## src/rtl/csr_pkg.sv

```systemverilog
// Shared encodings for the CSR/system-instruction executor: opcodes, CSR
// addresses, trap causes and the controller state enum.
package csr_pkg;

  localparam logic [2:0] OP_CSRRW = 3'b000;
  localparam logic [2:0] OP_CSRRS = 3'b001;
  localparam logic [2:0] OP_CSRRC = 3'b010;
  localparam logic [2:0] OP_ECALL = 3'b011;
  localparam logic [2:0] OP_MRET  = 3'b100;

  localparam logic [11:0] CSR_MSTATUS = 12'h300;
  localparam logic [11:0] CSR_MTVEC   = 12'h305;
  localparam logic [11:0] CSR_MEPC    = 12'h341;
  localparam logic [11:0] CSR_MCAUSE  = 12'h342;

  localparam int unsigned CAUSE_ILLEGAL = 2;
  localparam int unsigned CAUSE_ECALL   = 11;

  typedef enum logic [2:0] {
    S_IDLE  = 3'd0,
    S_READ  = 3'd1,
    S_WRITE = 3'd2,
    S_TRAP  = 3'd3,
    S_MRET  = 3'd4,
    S_RESP  = 3'd5
  } state_e;

  // True for the read-modify-write CSR instructions.
  function automatic logic is_csr_op(input logic [2:0] op);
    return (op == OP_CSRRW) || (op == OP_CSRRS) || (op == OP_CSRRC);
  endfunction

endpackage

```

## src/rtl/csr_alu.sv

```systemverilog
// Combinational write-value generator for CSRRW / CSRRS / CSRRC.
module csr_alu
  import csr_pkg::*;
#(
  parameter int DATA_LEN = 32
) (
  input  logic [2:0]          i_op,
  input  logic [DATA_LEN-1:0] i_old,
  input  logic [DATA_LEN-1:0] i_src,
  output logic [DATA_LEN-1:0] o_wdata
);

  always_comb begin
    case (i_op)
      OP_CSRRS: o_wdata = i_old | i_src;
      OP_CSRRC: o_wdata = i_old & ~i_src;
      default:  o_wdata = i_src;
    endcase
  end

endmodule

```

## src/rtl/csr_exec.sv

```systemverilog
// CSR / ECALL / MRET executor: one request at a time, sequenced through a
// small FSM that strobes the CSR file and returns rd data or a redirect.
module csr_exec
  import csr_pkg::*;
#(
  parameter int DATA_LEN = 32
) (
  input  logic                clk,
  input  logic                rst,
  input  logic                req_valid,
  output logic                req_ready,
  input  logic [2:0]          req_op,
  input  logic [11:0]         req_addr,
  input  logic [DATA_LEN-1:0] req_src,
  input  logic                req_src_zero,
  input  logic [DATA_LEN-1:0] req_pc,
  output logic                resp_valid,
  input  logic                resp_ready,
  output logic [DATA_LEN-1:0] resp_rdata,
  output logic                resp_redirect,
  output logic [DATA_LEN-1:0] resp_target,
  output logic                csr_ren,
  output logic                csr_wen,
  output logic                csr_unusual_flag,
  output logic [11:0]         csr_addr,
  output logic [DATA_LEN-1:0] csr_wdata,
  output logic [DATA_LEN-1:0] csr_cause,
  output logic [DATA_LEN-1:0] csr_pc,
  input  logic [DATA_LEN-1:0] csr_rdata
);

  state_e              r_state;
  state_e              w_next;
  logic [2:0]          r_op;
  logic [11:0]         r_addr;
  logic [DATA_LEN-1:0] r_src;
  logic                r_src_zero;
  logic [DATA_LEN-1:0] r_pc;
  logic [DATA_LEN-1:0] r_old;
  logic [DATA_LEN-1:0] r_target;
  logic [DATA_LEN-1:0] w_alu_wdata;
  logic                w_accept;
  logic                w_is_csr;

  assign w_accept = req_valid && (r_state == S_IDLE);
  assign w_is_csr = is_csr_op(r_op);

  csr_alu #(.DATA_LEN(DATA_LEN)) u_alu (
    .i_op    (r_op),
    .i_old   (r_old),
    .i_src   (r_src),
    .o_wdata (w_alu_wdata)
  );

  always_ff @(posedge clk or posedge rst) begin
    if (rst) begin
      r_state    <= S_IDLE;
      r_op       <= '0;
      r_addr     <= '0;
      r_src      <= '0;
      r_src_zero <= 1'b0;
      r_pc       <= '0;
      r_old      <= '0;
      r_target   <= '0;
    end else begin
      r_state <= w_next;
      if (w_accept) begin
        r_op       <= req_op;
        r_addr     <= req_addr;
        r_src      <= req_src;
        r_src_zero <= req_src_zero;
        r_pc       <= req_pc;
        r_old      <= '0;
        r_target   <= '0;
      end
      if (r_state == S_READ) r_old <= csr_rdata;
      // csr_rdata carries mtvec while trapping and mepc while in MRET.
      if ((r_state == S_TRAP) || (r_state == S_MRET)) r_target <= csr_rdata;
    end
  end

  always_comb begin
    w_next = r_state;
    case (r_state)
      S_IDLE: begin
        if (w_accept) begin
          if (is_csr_op(req_op))       w_next = S_READ;
          else if (req_op == OP_MRET)  w_next = S_MRET;
          else                         w_next = S_TRAP;
        end
      end
      S_READ:  w_next = S_WRITE;
      S_WRITE: w_next = S_RESP;
      S_TRAP:  w_next = S_RESP;
      S_MRET:  w_next = S_RESP;
      S_RESP:  if (resp_ready) w_next = S_IDLE;
      default: w_next = S_IDLE;
    endcase
  end

  always_comb begin
    csr_ren          = 1'b0;
    csr_wen          = 1'b0;
    csr_unusual_flag = 1'b0;
    csr_addr         = '0;
    csr_wdata        = '0;
    csr_cause        = '0;
    csr_pc           = '0;
    case (r_state)
      S_READ: begin
        csr_ren  = 1'b1;
        csr_addr = r_addr;
      end
      S_WRITE: begin
        csr_addr  = r_addr;
        csr_wdata = w_alu_wdata;
        // Set/clear with a zero operand must not write (read-only CSR safe).
        csr_wen   = !(r_src_zero && (r_op != OP_CSRRW));
      end
      S_TRAP: begin
        csr_unusual_flag = 1'b1;
        csr_pc           = r_pc;
        csr_cause        = (r_op == OP_ECALL) ? DATA_LEN'(CAUSE_ECALL)
                                              : DATA_LEN'(CAUSE_ILLEGAL);
      end
      S_MRET: begin
        csr_ren  = 1'b1;
        csr_addr = CSR_MEPC;
      end
      default: ;
    endcase
  end

  assign req_ready     = (r_state == S_IDLE);
  assign resp_valid    = (r_state == S_RESP);
  assign resp_redirect = resp_valid && !w_is_csr;
  assign resp_rdata    = (resp_valid && w_is_csr) ? r_old : '0;
  assign resp_target   = resp_redirect ? r_target : '0;

endmodule

```

## config.mk

```make
export PLATFORM = sky130hd
export DESIGN_NAME = csr_exec
export DESIGN_NICKNAME = d
export VERILOG_FILES = /design/src/rtl/csr_pkg.sv /design/src/rtl/csr_alu.sv /design/src/rtl/csr_exec.sv
export SDC_FILE = /design/constraint.sdc
export NUM_CORES = 1
export LEC_CHECK = 0
export BUFFER_PORTS_ARGS = -buffer_cell sky130_fd_sc_hd__buf_4
export CORE_MARGIN = 4
export CORE_UTILIZATION = 50
export CTS_CLUSTER_SIZE = 24
export DETAILED_ROUTE_END_ITERATION = 16
export PLACE_DENSITY_LB_ADDON = 0.12
export SLEW_MARGIN = 20
export SYNTH_ARGS = -nofsm -noshare
export SYNTH_HDL_FRONTEND = slang
export SYNTH_HIERARCHICAL = 1
export SYNTH_SLANG_ARGS = --single-unit
```

## constraint.sdc

```tcl
create_clock -name clk -period 6.2 [get_ports clk]
set_input_delay 1.24 -clock clk [delete_from_list [all_inputs] [get_ports clk]]
set_output_delay 1.24 -clock clk [all_outputs]
set_load 0.01 [all_outputs]
```

== Yosys cells after proc, flatten, opt, wreduce, memory -nomap -nowiden ==
Cells that the tools add are included.

* Eq/ne operators: 13
* Muxes and demuxes: 19
* Bitwise operators: 3
* Reduce and logical (&&, ||, !) cells: 21

{| class="wikitable"
|+ Operators by type and width
! operator !! number
|-
| $mux 32 || 7
|-
| $pmux 32 s2 || 1
|-
| $and 32x32->32 || 1
|-
| $not 32->32 || 1
|-
| $or 32x32->32 || 1
|-
| $pmux 12 s2 || 1
|-
| $eq 3x2->1 const B || 5
|-
| $mux 3 || 4
|-
| $pmux 3 s4 || 1
|-
| $eq 3x1->1 const B || 3
|-
| $eq 3x3->1 const B || 3
|-
| $logic_not 3->1 || 3
|-
| $mux 4 || 2
|-
| $logic_or 1x1->1 || 5
|-
| $logic_and 1x1->1 || 4
|-
| $ne 2x1->1 const B || 2
|-
| $reduce_bool 2->1 || 2
|-
| $reduce_or 2->1 || 2
|-
| $mux 1 || 3
|-
| $reduce_bool 3->1 || 1
|-
| $reduce_or 3->1 || 1
|-
| $logic_not 1->1 || 2
|-
| $reduce_and 2->1 || 1
|}

* Register bits after elaboration: 147
* Output and inout port bits: 178

== Longest topological paths before layout ==
Gate-level depths: netlist of the first run.

* Word-level depth: 6
* Depth in mapped cells: 7
* Gate-level depth less buffers: 4

== Cells and area by module ==
Netlist of the first run, hierarchy kept.

{| class="wikitable"
|+ By module, submodules not included
! module !! instances !! cells an instance !! area an instance (um^2)
|-
| csr_exec || 1 || 774 || 6925.4
|-
| csr_alu || 1 || 112 || 973.4
|}

== Worst setup path after synthesis of the first run ==
Ideal clock, no wire load.

* Path type: register -> output
* From: register r_state[1]
* To: output port resp_target[22]
* Slack: 3.513 ns
* Buffers on the path: 2
* Arrival time: 1.447 ns
* Cell stages (with the launch flop): 6
* Data required time: 4.960 ns
* Cells stage by stage: dfrtp_1 > buf_2 > nand3b_1 > nor2_1 > clkbuf_1 > and2_1

* Cells in the longest elaborated chain, start to end: 3

{| class="wikitable"
|+ Ends and longest elaborated chain
! what !! line !! text
|-
| start: declaration || csr_exec.sv:32 || <nowiki>state_e r_state;</nowiki>
|-
| start signal: assignment || csr_exec.sv:66 || <nowiki>r_state <= w_next;</nowiki>
|-
| $eq 3x3->1 || csr_exec.sv:135 || <nowiki>assign resp_valid = (r_state == S_RESP);</nowiki>
|-
| $logic_and 1x1->1 || csr_exec.sv:136 || <nowiki>assign resp_redirect = resp_valid && !w_is_csr;</nowiki>
|-
| named net resp_redirect || csr_exec.sv:20 || <nowiki>output logic resp_redirect,</nowiki>
|-
| $mux 32 || csr_exec.sv:138 || <nowiki>assign resp_target = resp_redirect ? r_target : '0;</nowiki>
|-
| end: declaration || csr_exec.sv:21 || <nowiki>output logic [DATA_LEN-1:0] resp_target,</nowiki>
|}

The timed path passes the listed nets, and every way through them passes these cells.

== Worst setup path in the final report of the first run ==
* From: register r_op[1]
* To: output port csr_wdata[26]

* Cells in the longest elaborated chain, start to end: 3
* Elaborated cells on any way between the ends: 4
* Those cells by class: 2 x eq/ne; 2 x mux

{| class="wikitable"
|+ Ends and longest elaborated chain
! what !! line !! text
|-
| start: declaration || csr_exec.sv:34 || <nowiki>logic [2:0] r_op;</nowiki>
|-
| start signal: assignment || csr_exec.sv:68 || <nowiki>r_op <= req_op;</nowiki>
|-
| $eq 3x2->1 / $eq 3x1->1 (equally long branches) || csr_alu.sv:14 || <nowiki>case (i_op)</nowiki>
|-
| $pmux 32 s2 (*) || csr_alu.sv:14 ||
|-
| named net w_alu_wdata[26] || csr_exec.sv:41 || <nowiki>logic [DATA_LEN-1:0] w_alu_wdata;</nowiki>
|-
| $mux 32 (*) || csr_exec.sv:109 || <nowiki>case (r_state)</nowiki>
|-
| end: declaration || csr_exec.sv:26 || <nowiki>output logic [DATA_LEN-1:0] csr_wdata,</nowiki>
|}

The timed path passes the listed nets; every way through them passes the cells marked *.

==> results of run 1 <==
## power by group through the flow
stage	clock network, mW	logic [mW]	registers, mW
5_1_grt	1.15	2.28	1.90
6_report	1.09	2.06	1.84
3_5_place_dp	0	2.07	1.84
2_1_floorplan	0	1.55	1.66
3_3_place_gp	0	2.02	1.82
4_1_cts	1.10	2.08	1.83
## path summary, 6_finish.rpt
| kind | to | slack (ns) | depth (start not counted) |
|---|---|---|---|
| min in group asynchronous | r_pc[9] | 1.02 | 2 |
| max in group asynchronous | r_target[14] | 3.99 | 3 |
| min reg2reg | r_pc[25] | 0.47 | 2 |
| max | csr_wdata[26] | 2.22 | 5 |
| max reg2reg | r_target[12] | 3.75 | 4 |
| min | r_pc[25] | 0.47 | 2 |
## flip-flops by register name (all words and copies together), names as in the netlist
| register | cells |
|---|---|
| r_addr | 12 |
| r_old | 32 |
| r_op | 3 |
| r_pc | 32 |
| r_src | 32 |
| r_src_zero | 1 |
| r_state | 3 |
| r_target | 32 |
## metrics by stage
stage           util  setup WS [ns]  std cells
6_report       0.680           2.22       1334
5_1_grt        0.680           2.08       1334
4_1_cts        0.680           1.89       1334
3_5_place_dp   0.640           2.38       1302
3_3_place_gp   0.640           2.40       1302
2_1_floorplan      -           1.01        914
## logic make-up (layout without fill, tap and decap cells)
group / Yosys count / count (layout) / synth area share
compound gates: 173 / 173 / 0.183
xor+xnor: 2 / 2 / 0.00222
fa+ha+maj: 1 / 1 / 0.00127
buf+inv: 100 / 309 / 0.0767
flops: 147 / 147 / 0.466
other cells: 1 / 29 / 0.000475
simple gates: 462 / 462 / 0.271
## worst max-delay path: stages (launching register included)
cell and delay, ns:
dfrtp_4 0.86, o21ba_4 0.73, a21oi_1 0.16, a311oi_1 0.25, and2_1 0.16, buf_4 0.12
## placed cells by master, fill, tap and decap left out, types with 29 or more instances in the layout
master	count
a22o_1	32
buf_4	275
o21ai_1	32
a21oi_2	30
nand2_1	272
nor2_1	36
o21ai_0	32
and2_1	137
conb_1	29
a311oi_2	30
dfrtp_1	146
## metal layers
metal  global-route usage  up-vias  wire length, um
met5                    0        -                0
met4               0.0897        0              521
met3               0.0857       39             2230
met2                0.426      332            11500
met1                0.323     3305             9310
li1                     -     3300                -
## layout make-up
cell class                 count  area (um2)  area share
multi-input combinational    667        3770       0.362
sequential                   147        3680       0.354
timing repair buffer         275        2060       0.198
clock buffer                  17         425      0.0408
tap                          211         264      0.0253
clock inverter                15         194      0.0186
inverter                       2        12.5     0.00120
==> summary.md, run 1 <==
| Metric | Value |
|---|---|
| Clock sink count | 147 |
| Starting density of the core | 0.516 |
| Worst R2R Start | r_state[2] |
| Sw frac | 0.413 |
| EDFF count, synth | 0 |
| Synthesized area | 7900 um2 |
| Power density over the cells | 479 nW/um2 |
| Tmin final | 3.98 ns |
| Internal Power | 2.93 mW |
| Most frequent cell after synthesis | nand2_1 |
| Fillers | 1,320 |
| Iter 0 DRT Violations | 384 |
| Max_slew headroom | 0.373 |
| Pwr Total | 4.99 mW |
| Leakage | 5.39 nW |
| Ant. Diodes | 0 |
| Synth Instances | 886 |
| Post-synthesis async set-or-reset flop share | 1.00 |
| Register area share after synthesis | 0.466 |
| Area share of the largest cell type after synthesis | 0.466 |
| Worst Path Max Fanout | 39 |
| Via count | 6,976 |
| Antenna violations before repair | 0 |
| Placed cell areas | 9790 um2 |
| Worst-Skew Late Latency | 0.42 ns |
| Reg power frac | 0.368 |
| Global-route wire length before repair | 36,900 um |
| CTS Buffer Depth | 2 |
| Most common library cells after synthesis | nand2_1 (272), dfrtp_1 (147), and2_1 (137), nor2_1 (39), clkbuf_1 (38) |
| Via count of the first global-routing pass | 6,882 |
| Required time of the critical path | 4.96 ns |
| Critical path class | flop to output port |
| VDD IR max | 0.000300 V |
| Hold-fix buffers, CTS | 0 |
| Status | finished, final reports clean |
| Placed wire-length estimate | 15,600 um |
| Die Y | 134 um |
| Max Cap Viol | 0 |
| CP Data Arrival Time | 2.74 ns |
| Final ANT Viol Nets | 0 |
| Die width | 134 um |
| Reg clk slew, reported paths | 0.07 ns |
| Buffers on Ports | 264 |
| RSZ-0062 raised after global routing | no |
| CTS tree | built |
| Core footprint | 15,300 um2 |
| Number of detailed-route iterations in the first pass | 5 |
| Setup bufs post-CTS | 0 |
| Fraction of layout cells with a size suffix above 1 | 0.342 |
| HP Start | r_pc[25] |
| Synth-to-Final Area Change | 31.9% |
| # nets final | 1,226 |
| Yosys reg bits | 147 |
| Hold_ws | 0.467 ns |
| Commonest register cell after synthesis | dfrtp_1 |
| Cell accounting for the most synthesized area | dfrtp_1 |
| Tightest Pin Transition | 0.937 ns |
| Setup TNS | 0 ns |
| H-tree depth | 4 |
| Post-DR wirelength/cell | 17.6 um |
| Clock power share | 0.218 |
| Final WL | 23,500 um |
| # setup viols final | 0 |
| Fin. Hold Viols | 0 |
| PostCTS Resize Cnt | 0 |
| Num CTS Buffers | 17 |
| Max Slew Vio Count | 0 |
| Setup Skew | 0.00630 ns |
| # DRC | 0 |
| Sw Pwr | 2.06 mW |
| Largest cells by area after synthesis | dfrtp_1 (47%), nand2_1 (13%), and2_1 (11%) |
| Final period utilization | 0.642 |
| Avg Cell Area, Syn | 8.92 um2 |
| Max Fclk | 0.251 GHz |
| Critical path launch point type | flop |
| Clock root buffer | clkbuf_16 |
| Largest net degree at the start of global routing | 100 |
| Synth cell types | 37 |
| Die Area | 17,900 um2 |
| Vias/cell | 5.23 |
| Logic pwr share | 0.413 |
| Critical Path End Type | output port |
| GRT Total Usage | 0.259 |
| Crit. Startpoint | r_op[1] |
| Final Cell Area | 10,400 um2 |
| Synthesis Warnings | 6 |
| Min-delay worst type | flop to flop |
| Overflow left after global routing | 0 |
| Rows | 45 |
| I/O pins | 294 |
| GPL Wtd Cong | 0.792 |
No activity file was read; power rests on OpenSTA's default activity.
==> inputs of run 2 (changes only) <==
- CORE_UTILIZATION: 50 -> 45
- clock period: 6.2 -> 3.5 ns (I/O delays scaled with it)
==> summary.md, run 2 (synthesized netlist as in run 1, its figures left out) <==
| Metric | Value |
|---|---|
| CTS tree | built |
| Core footprint | 17,200 um2 |
| Most frequent cells in the layout | buf_4 (279), nand2_1 (272), dfrtp_1 (146) |
| Internal Power | 5.36 mW |
| # setup viols final | 0 |
| Min-delay worst type | input pin to async pin |
| PostCTS Resize Cnt | 0 |
| Worst-Skew Late Latency | 0.42 ns |
| Iter 0 DRT Violations | 302 |
| Setup Skew | 0.0115 ns |
| Die Y | 140 um |
| Tightest Pin Transition | 1.12 ns |
| Status | finished, final reports clean |
| Final WL | 23,700 um |
| H-tree depth | 4 |
| CP top delay family | compound AO/OA/AOI/OAI gates |
| Critical Path End Type | output port |
| Final period utilization | 0.922 |
| Antenna violations before repair | 1 |
| VDD IR max | 0.000442 V |
| Hold-fix buffers, CTS | 0 |
| Fraction of layout cells with a size suffix above 1 | 0.343 |
| Via count | 6,830 |
| Critical path launch point type | flop |
| Worst R2R Start | r_state[2] |
| Via count of the first global-routing pass | 6,718 |
| Fin. Hold Viols | 0 |
| Logic pwr share | 0.417 |
| RSZ-0062 raised after global routing | no |
| Number of detailed-route iterations in the first pass | 4 |
| Sw Pwr | 3.53 mW |
| Ant. Diodes | 0 |
| Buffers on Ports | 264 |
| Post-DR wirelength/cell | 17.5 um |
| Vias/cell | 5.05 |
| Crit. Startpoint | r_op[1] |
| Placed wire-length estimate | 15,900 um |
| Setup bufs post-CTS | 0 |
| Setup TNS | 0 ns |
| Rows | 48 |
| Pwr Total | 8.88 mW |
| Starting density of the core | 0.458 |
| Tmin final | 3.23 ns |
| Crit-path max cell delay | 0.73 ns |
| GPL Wtd Cong | 0.783 |
| Clock sink count | 147 |
| Final ANT Viol Nets | 0 |
| Reg power frac | 0.362 |
| Reg clk slew, reported paths | 0.06 ns |
| Slowest CP cell | dfrtp_2 |
| Max Fclk | 0.310 GHz |
| Clock root buffer | clkbuf_16 |
| Leakage | 5.44 nW |
| I/O pins | 294 |
| CTS Buffer Depth | 2 |
| Global-route wire length before repair | 37,100 um |
| Power density over the cells | 845 nW/um2 |
| Die Area | 19,700 um2 |
| Critical path class | flop to output port |
| Die width | 140 um |
| # DRC | 0 |
| Max Slew Vio Count | 0 |
| Required time of the critical path | 2.80 ns |
| GRT Total Usage | 0.236 |
| Largest net degree at the start of global routing | 99 |
| Max_slew headroom | 0.256 |
| Sw frac | 0.397 |
| Worst Path Max Fanout | 32 |
| Worst path cell trace | o21ba_4 > a21oi_1 > a311oi_1 > and2_1 > buf_4 |
| # nets final | 1,232 |
| CP Data Arrival Time | 2.53 ns |
| Max Cap Viol | 0 |
| Synth-to-Final Area Change | 33.2% |
| WP buf/inv | 1 |
| Clock power share | 0.221 |
| Overflow left after global routing | 0 |
| Num CTS Buffers | 17 |
| Commonest non-fill, non-tap cell in the layout | buf_4 |
-- run 2: changes by cell type in the layout (fill, tap and decap cells not counted), sizes merged --
cell and change:
clkbuf +6, buf +6, clkinv +1, inv -9, bufinv +1
-- run 2: final timing paths --
kind	to	slack, ns	depth (start not counted)
min in group clk	r_pc[1]	0.46	2
hold / removal	r_target[25]	0.23	2
hold reg to reg	r_pc[1]	0.46	2
setup reg to reg	r_pc[13]	1.22	4
max in group asynchronous	r_src[21]	2.47	3
setup / recovery	csr_wdata[26]	0.27	5
-- run 2: layout make-up --
type                    instances  area [um2]
flip-flops and latches        147        3680
repair buffers                281        2130
multi-input cells             667        3770
clock buffers                  23         488
inverters                       2        11.3
well taps                     225         282
clock inverters                 8         149
fillers                      1523        6720
-- run 2: stage by stage --
step | hold slack (ns) | util | instances | worst slack (ns) | area [um2]
final | 0.227 | 0.610 | 1353 | 0.272 | 10500
after global placement | 0.449 | 0.573 | 1322 | 0.648 | 9880
after detailed placement | 0.454 | 0.573 | 1322 | 0.654 | 9880
after global routing | 0.226 | 0.610 | 1353 | 0.111 | 10500
after CTS | 0.219 | 0.610 | 1353 | 0.203 | 10500
after floorplan | 0.437 | - | 914 | 0.953 | 8010
-- run 2: power by group through the flow --
stage,Combinational (mW),Sequential (mW),Clock (mW)
2_1_floorplan,2.74,2.94,0
3_3_place_gp,3.68,3.21,0
3_5_place_dp,3.73,3.23,0
4_1_cts,3.75,3.21,2.00
5_1_grt,4.13,3.33,2.08
6_report,3.71,3.21,1.96
-- run 2: routing by layer --
layer | vias to the layer above | track usage | wire (um) | share of wire
li1 | 3308 | - | - | -
met1 | 3249 | 0.309 | 10000 | 0.42
met2 | 244 | 0.382 | 11400 | 0.48
met3 | 27 | 0.0751 | 1870 | 0.079
met4 | 2 | 0.0607 | 352 | 0.015
met5 | - | 0 | 20 | 0.00084
